===== config.mk =====
export PLATFORM = sky130hd
export DESIGN_NAME = pwm_fade_sequencer
export DESIGN_NICKNAME = d
export VERILOG_FILES = /design/src/rtl/pwm_fade_sequencer.sv
export SDC_FILE = /design/constraint.sdc
export NUM_CORES = 1
export LEC_CHECK = 0
export BUFFER_PORTS_ARGS = -buffer_cell sky130_fd_sc_hd__buf_2
export CAP_MARGIN = 40
export CORE_MARGIN = 5
export CORE_UTILIZATION = 40
export CTS_BUF_LIST = sky130_fd_sc_hd__clkbuf_2 sky130_fd_sc_hd__clkbuf_4 sky130_fd_sc_hd__clkbuf_8
export DETAILED_ROUTE_END_ITERATION = 8
export PLACE_DENSITY_LB_ADDON = 0.15
export SLEW_MARGIN = 5
export SYNTH_ARGS = -nofsm -noshare
export SYNTH_HDL_FRONTEND = slang
export SYNTH_SLANG_ARGS = --single-unit

===== constraint.sdc =====
create_clock -name clk -period 5.8 [get_ports clk]
set_input_delay 0.58 -clock clk [delete_from_list [all_inputs] [get_ports clk]]
set_output_delay 0.58 -clock clk [all_outputs]
set_load 0.01 [all_outputs]

===== src/rtl/pwm_fade_sequencer.sv =====
// Multi-channel LED fade sequencer: one shared fade-tick prescaler, one shared PWM counter,
// and a per-channel breathing FSM whose modes are set through a valid/ready command port.
module pwm_fade_sequencer #(
    parameter int unsigned N_CH       = 4,
    parameter int unsigned PWM_BITS   = 8,
    parameter int unsigned TICK_DIV   = 10000,
    parameter int unsigned HOLD_TICKS = 64,
    localparam int unsigned CHW       = (N_CH > 1) ? $clog2(N_CH) : 1
) (
    input  logic            clk,
    input  logic            rst,
    input  logic            cmd_valid,
    output logic            cmd_ready,
    input  logic [CHW-1:0]  cmd_ch,
    input  logic [1:0]      cmd_mode,
    output logic            cmd_err,
    output logic [N_CH-1:0] led,
    output logic [N_CH-1:0] breathing,
    output logic            fade_tick
);

    localparam int unsigned PSW = $clog2(TICK_DIV);
    localparam int unsigned HW  = (HOLD_TICKS > 1) ? $clog2(HOLD_TICKS) : 1;

    localparam logic [PSW-1:0]      PRESC_LAST = PSW'(TICK_DIV - 1);
    localparam logic [HW-1:0]       HOLD_LAST  = HW'(HOLD_TICKS - 1);
    localparam logic [PWM_BITS-1:0] DMAX       = '1;
    localparam logic [PWM_BITS-1:0] DUTY_ONE   = PWM_BITS'(1);

    localparam logic [1:0] ModeOff     = 2'b00;
    localparam logic [1:0] ModeOn      = 2'b01;
    localparam logic [1:0] ModeBreathe = 2'b10;

    typedef enum logic [2:0] {
        StOff, StOn, StUp, StHoldHi, StDown, StHoldLo, StFrozen
    } state_e;

    logic [PSW-1:0]      presc_q;
    logic [PWM_BITS-1:0] pwm_q;
    logic                fade_tick_q;
    logic                cmd_err_q;
    logic [N_CH-1:0]     led_q;
    logic [N_CH-1:0]     breathing_q;

    state_e              state_q [N_CH];
    state_e              state_d [N_CH];
    logic [PWM_BITS-1:0] duty_q  [N_CH];
    logic [PWM_BITS-1:0] duty_d  [N_CH];
    logic [HW-1:0]       hold_q  [N_CH];
    logic [HW-1:0]       hold_d  [N_CH];

    logic tick;
    logic cmd_acc;
    logic ch_ok;

    // Tick always wins: commands are held off for the tick cycle so the two never collide.
    assign tick      = (presc_q == PRESC_LAST);
    assign cmd_ready = !rst && !tick;
    assign cmd_acc   = cmd_valid && cmd_ready;
    assign ch_ok     = (32'(cmd_ch) < N_CH);

    assign fade_tick = fade_tick_q;
    assign cmd_err   = cmd_err_q;
    assign led       = led_q;
    assign breathing = breathing_q;

    function automatic logic is_breath(input state_e s);
        return (s == StUp) || (s == StHoldHi) || (s == StDown) || (s == StHoldLo);
    endfunction

    // Shared prescaler, PWM counter and registered outputs.
    always_ff @(posedge clk) begin
        if (rst) begin
            presc_q     <= '0;
            pwm_q       <= '0;
            fade_tick_q <= 1'b0;
            cmd_err_q   <= 1'b0;
            led_q       <= '0;
            breathing_q <= '0;
        end else begin
            presc_q     <= tick ? '0 : presc_q + PSW'(1);
            pwm_q       <= pwm_q + DUTY_ONE;
            fade_tick_q <= tick;
            cmd_err_q   <= cmd_acc && !ch_ok;
            for (int i = 0; i < N_CH; i++) begin
                led_q[i]       <= (pwm_q < duty_q[i]);
                breathing_q[i] <= is_breath(state_q[i]);
            end
        end
    end

    // Per-channel state, duty and hold registers.
    always_ff @(posedge clk) begin
        for (int i = 0; i < N_CH; i++) begin
            if (rst) begin
                state_q[i] <= StOff;
                duty_q[i]  <= '0;
                hold_q[i]  <= '0;
            end else begin
                state_q[i] <= state_d[i];
                duty_q[i]  <= duty_d[i];
                hold_q[i]  <= hold_d[i];
            end
        end
    end

    // Next-state: fade step on tick, otherwise an accepted command for this channel.
    always_comb begin
        for (int i = 0; i < N_CH; i++) begin
            state_d[i] = state_q[i];
            duty_d[i]  = duty_q[i];
            hold_d[i]  = hold_q[i];
            if (tick) begin
                case (state_q[i])
                    StUp: begin
                        if (duty_q[i] != DMAX) duty_d[i] = duty_q[i] + DUTY_ONE;
                        if (duty_q[i] >= DMAX - DUTY_ONE) begin
                            state_d[i] = StHoldHi;
                            hold_d[i]  = '0;
                        end
                    end
                    StHoldHi: begin
                        if (hold_q[i] == HOLD_LAST) state_d[i] = StDown;
                        else                        hold_d[i]  = hold_q[i] + HW'(1);
                    end
                    StDown: begin
                        if (duty_q[i] != '0) duty_d[i] = duty_q[i] - DUTY_ONE;
                        if (duty_q[i] <= DUTY_ONE) begin
                            state_d[i] = StHoldLo;
                            hold_d[i]  = '0;
                        end
                    end
                    StHoldLo: begin
                        if (hold_q[i] == HOLD_LAST) state_d[i] = StUp;
                        else                        hold_d[i]  = hold_q[i] + HW'(1);
                    end
                    default: ;
                endcase
            end else if (cmd_acc && ch_ok && (cmd_ch == CHW'(i))) begin
                case (cmd_mode)
                    ModeOff: begin
                        duty_d[i]  = '0;
                        state_d[i] = StOff;
                    end
                    ModeOn: begin
                        duty_d[i]  = DMAX;
                        state_d[i] = StOn;
                    end
                    ModeBreathe: begin
                        // Continue from the present brightness; at full scale start holding.
                        if (duty_q[i] == DMAX) begin
                            state_d[i] = StHoldHi;
                            hold_d[i]  = '0;
                        end else begin
                            state_d[i] = StUp;
                        end
                    end
                    default: state_d[i] = StFrozen;
                endcase
            end
        end
    end

endmodule


==> flow_summary.json <==
{
  "wl_met2_mm": 8.017,
  "critPathKind": "flip-flop to flip-flop",
  "hold_violations": 0,
  "max_stage_delay_ns": 0.79,
  "max_clock_freq_mhz": 317.6,
  "routed-wl-met3_um": 656,
  "vdd_ir_drop_max_v": 0.0001217,
  "slowest_stage": "nor3_1",
  "synthFlopType": "dfxtp_1",
  "grt_usage_pct": 17.71,
  "worst_hold_slack_ns": 0.4627,
  "wl_per_cell_um": 16.34,
  "start_util_pct": 40.96,
  "regArea_um2": 1982,
  "wl_met1_mm": 8.082,
  "vias": 6132,
  "maxCapViolations": 0,
  "drc": 0,
  "post-dp-hpwl_mm": 12.13,
  "gp_congestion": 0.8544,
  "startpoint_type": "flip-flop",
  "clkLatencyLatePin_ns": 0.38,
  "top_layer_used": "met4",
  "setup_viol": 0,
  "grt_pass1_vias": 5813,
  "firstDrtPassIters": 5,
  "drive_above_1_share_pct": 7.461,
  "die_h_um": 138,
  "cts_tree": "built",
  "cts-root-buf": "clkbuf_8",
  "layout.nets": 888,
  "synthDistinctLibCells": 68,
  "status": "finished clean",
  "path_max_fanout": 14,
  "fillers": 1656,
  "via_per_inst": 5.857,
  "cts.sinks": 99,
  "syn-cell-area_um2": 6554,
  "antenna_found_initial": 0,
  "hold_depth": 1,
  "rows": 46,
  "routed_wirelength_mm": 17.11,
  "ys_seq_elements": 99,
  "yosysSeqAreaShare_pct": 30.24,
  "synth.largest_area_cell": "dfxtp_1",
  "synth_warnings": 0,
  "hp-class": "flip-flop to flip-flop",
  "cts_resized": 0,
  "r2r_slack_ns": 2.65,
  "worst_slew_pin_slew_ns": 0.7954,
  "die_x_um": 138,
  "core_region_area_um2": 16000,
  "grt_pass1_wl_mm": 28.67,
  "ctsHoldBuffers": 0,
  "critPathArrivalTime_ns": 3.43,
  "fin_crit_sh_pct": 54.29,
  "postCtsSetupRepairBufs": 0,
  "synth_area_per_cell_um2": 7.868,
  "cts_max_path_buffers": 2,
  "numCtsBuffers": 9,
  "areaGrowthSynthToFinish_pct": 6.205,
  "r2r_cells": 8,
  "yosysTopAreaCellShare_pct": 30.24,
  "multiInputGateArea_um2": 4247,
  "slew_headroom_pct": 46.42,
  "syn-instance-count": 833,
  "cts_htree_levels": 3,
  "cts.clk_slew.worst_paths_ns": 0.10,
  "synthTopCellsByArea": "dfxtp_1 30%, ha_1 10%, o21ai_0 5.6%",
  "antenna_left": 0,
  "ioPinCount": 18,
  "worstSetupEndpointType": "flip-flop",
  "numPortBuffers": 16,
  "drv_slew": 0,
  "cp.required_ns": 6.08,
  "crit_chain": "ha_1 > and3_1 > nand4_1 > nor3_1 > buf_2 > a21oi_1 > a211o_1 > o41ai_1",
  "fin_skew_ns": 0.01385,
  "drtIter0Drc": 429,
  "syn-num-nets": 894,
  "synth_edf_count": 0,
  "grt_max_degree": 67,
  "n_antenna_cell": 0,
  "die-area_um2": 19040,
  "synthArstFlopShare_pct": 0,
  "final_cell_mix": "99 x dfxtp_1, 73 x o21ai_0, 68 x a21oi_1",
  "final_common_cell": "dfxtp_1",
  "rsz0062_at_grt": "no",
  "fin_tns_setup_ns": 0,
  "min_period_ns": 3.149,
  "power_density_nw_per_um2": 176.5,
  "p_leak_nw": 2.399,
  "overflow": 0
}
-- critical path, delay by kind of cell (launching register included) --
family | cells | cell delay [ns]
compound gates | 3 | 0.52
fa+ha+maj | 1 | 0.23
buf+inv | 1 | 0.28
flops | 1 | 0.37
simple gates | 3 | 1.65
-- routing by layer --
metal	global-route usage, %	vias to the layer above
met4	6.084	0
met2	29.39	134
met1	23.15	2894
met5	0	-
met3	3.276	28
li1	-	3076
-- kinds of logic (layout without fill, tap and decap cells) --
kind of cell / Yosys count / in the layout / synth area share [%]
compound gates: 248 / 248 / 24.44
mux: 3 / 3 / 0.4582
buf+inv: 82 / 80 / 4.964
simple gates: 322 / 322 / 26.33
fa+ha+maj: 54 / 54 / 10.31
xor+xnor: 24 / 24 / 3.207
other cells: 1 / 1 / 0.05722
flops: 99 / 99 / 30.24
-- cell usage after synthesis, types with 4 or more instances --
cell / n
or3b_2: 5
clkbuf_1: 32
xor2_1: 14
inv_1: 40
or3_1: 11
nor4_1: 14
o311ai_0: 9
dfxtp_1: 99
a311oi_1: 10
o31ai_1: 8
a41oi_1: 4
a211oi_1: 16
o21ai_0: 73
a31oi_1: 5
nand3_1: 40
nand2b_1: 12
o21a_1: 7
buf_2: 5
or2_2: 7
a21o_1: 12
and3_1: 20
nand2_1: 48
nand4_1: 16
ha_1: 54
nor3b_1: 5
and2_1: 13
a21oi_1: 68
or4_1: 8
nor3_1: 42
xnor2_1: 10
nor2_1: 58
nor2b_1: 10
-- area by class of cell --
cell class              count  area share, %
multi-input cells         652          61.01
flip-flops and latches     99          28.47
well taps                 216          3.883
inverters                  40          2.157
clock buffers              11          2.085
repair buffers             25          2.013
clock inverters             4         0.3775
-- per-stage QoR --
stage / instances / cell area (um^2) / worst slack (ns) / power (mW) / util, %
4_1_cts: 1047 / 6960 / 2.668 / 1.252 / 43.50
3_3_place_gp: 1029 / 6774 / 2.465 / 0.8242 / 42.34
2_1_floorplan: 833 / 6554 / 3.467 / 0.7911 / -
3_5_place_dp: 1032 / 6789 / 2.699 / 0.8266 / 42.43
5_1_grt: 1047 / 6960 / 2.381 / 1.292 / 43.50
6_report: 1047 / 6960 / 2.651 / 1.228 / 43.50
-- power by group --
part	leakage (nW)	internal, mW	switching [mW]
logic	1.51	0.0413	0.0651
clock network	0.0890	0.171	0.247
registers	0.800	0.691	0.0137
total	2.40	0.903	0.326
-- registers in the layout, summed over array words and instances (netlist names) --
signal	cells
fade_tick	1
duty_q	32
pwm_q	8
presc_q	14
led	4
hold_q	24
state_q	12
breathing	4
-- final timing paths --
kind / to / start
setup reg to reg: state_q[0][0] / presc_q[0]
setup / recovery: state_q[0][0] / presc_q[0]
hold / removal: presc_q[0] / presc_q[0]
hold reg to reg: presc_q[0] / presc_q[0]
(Power assumes the default switching activity.)
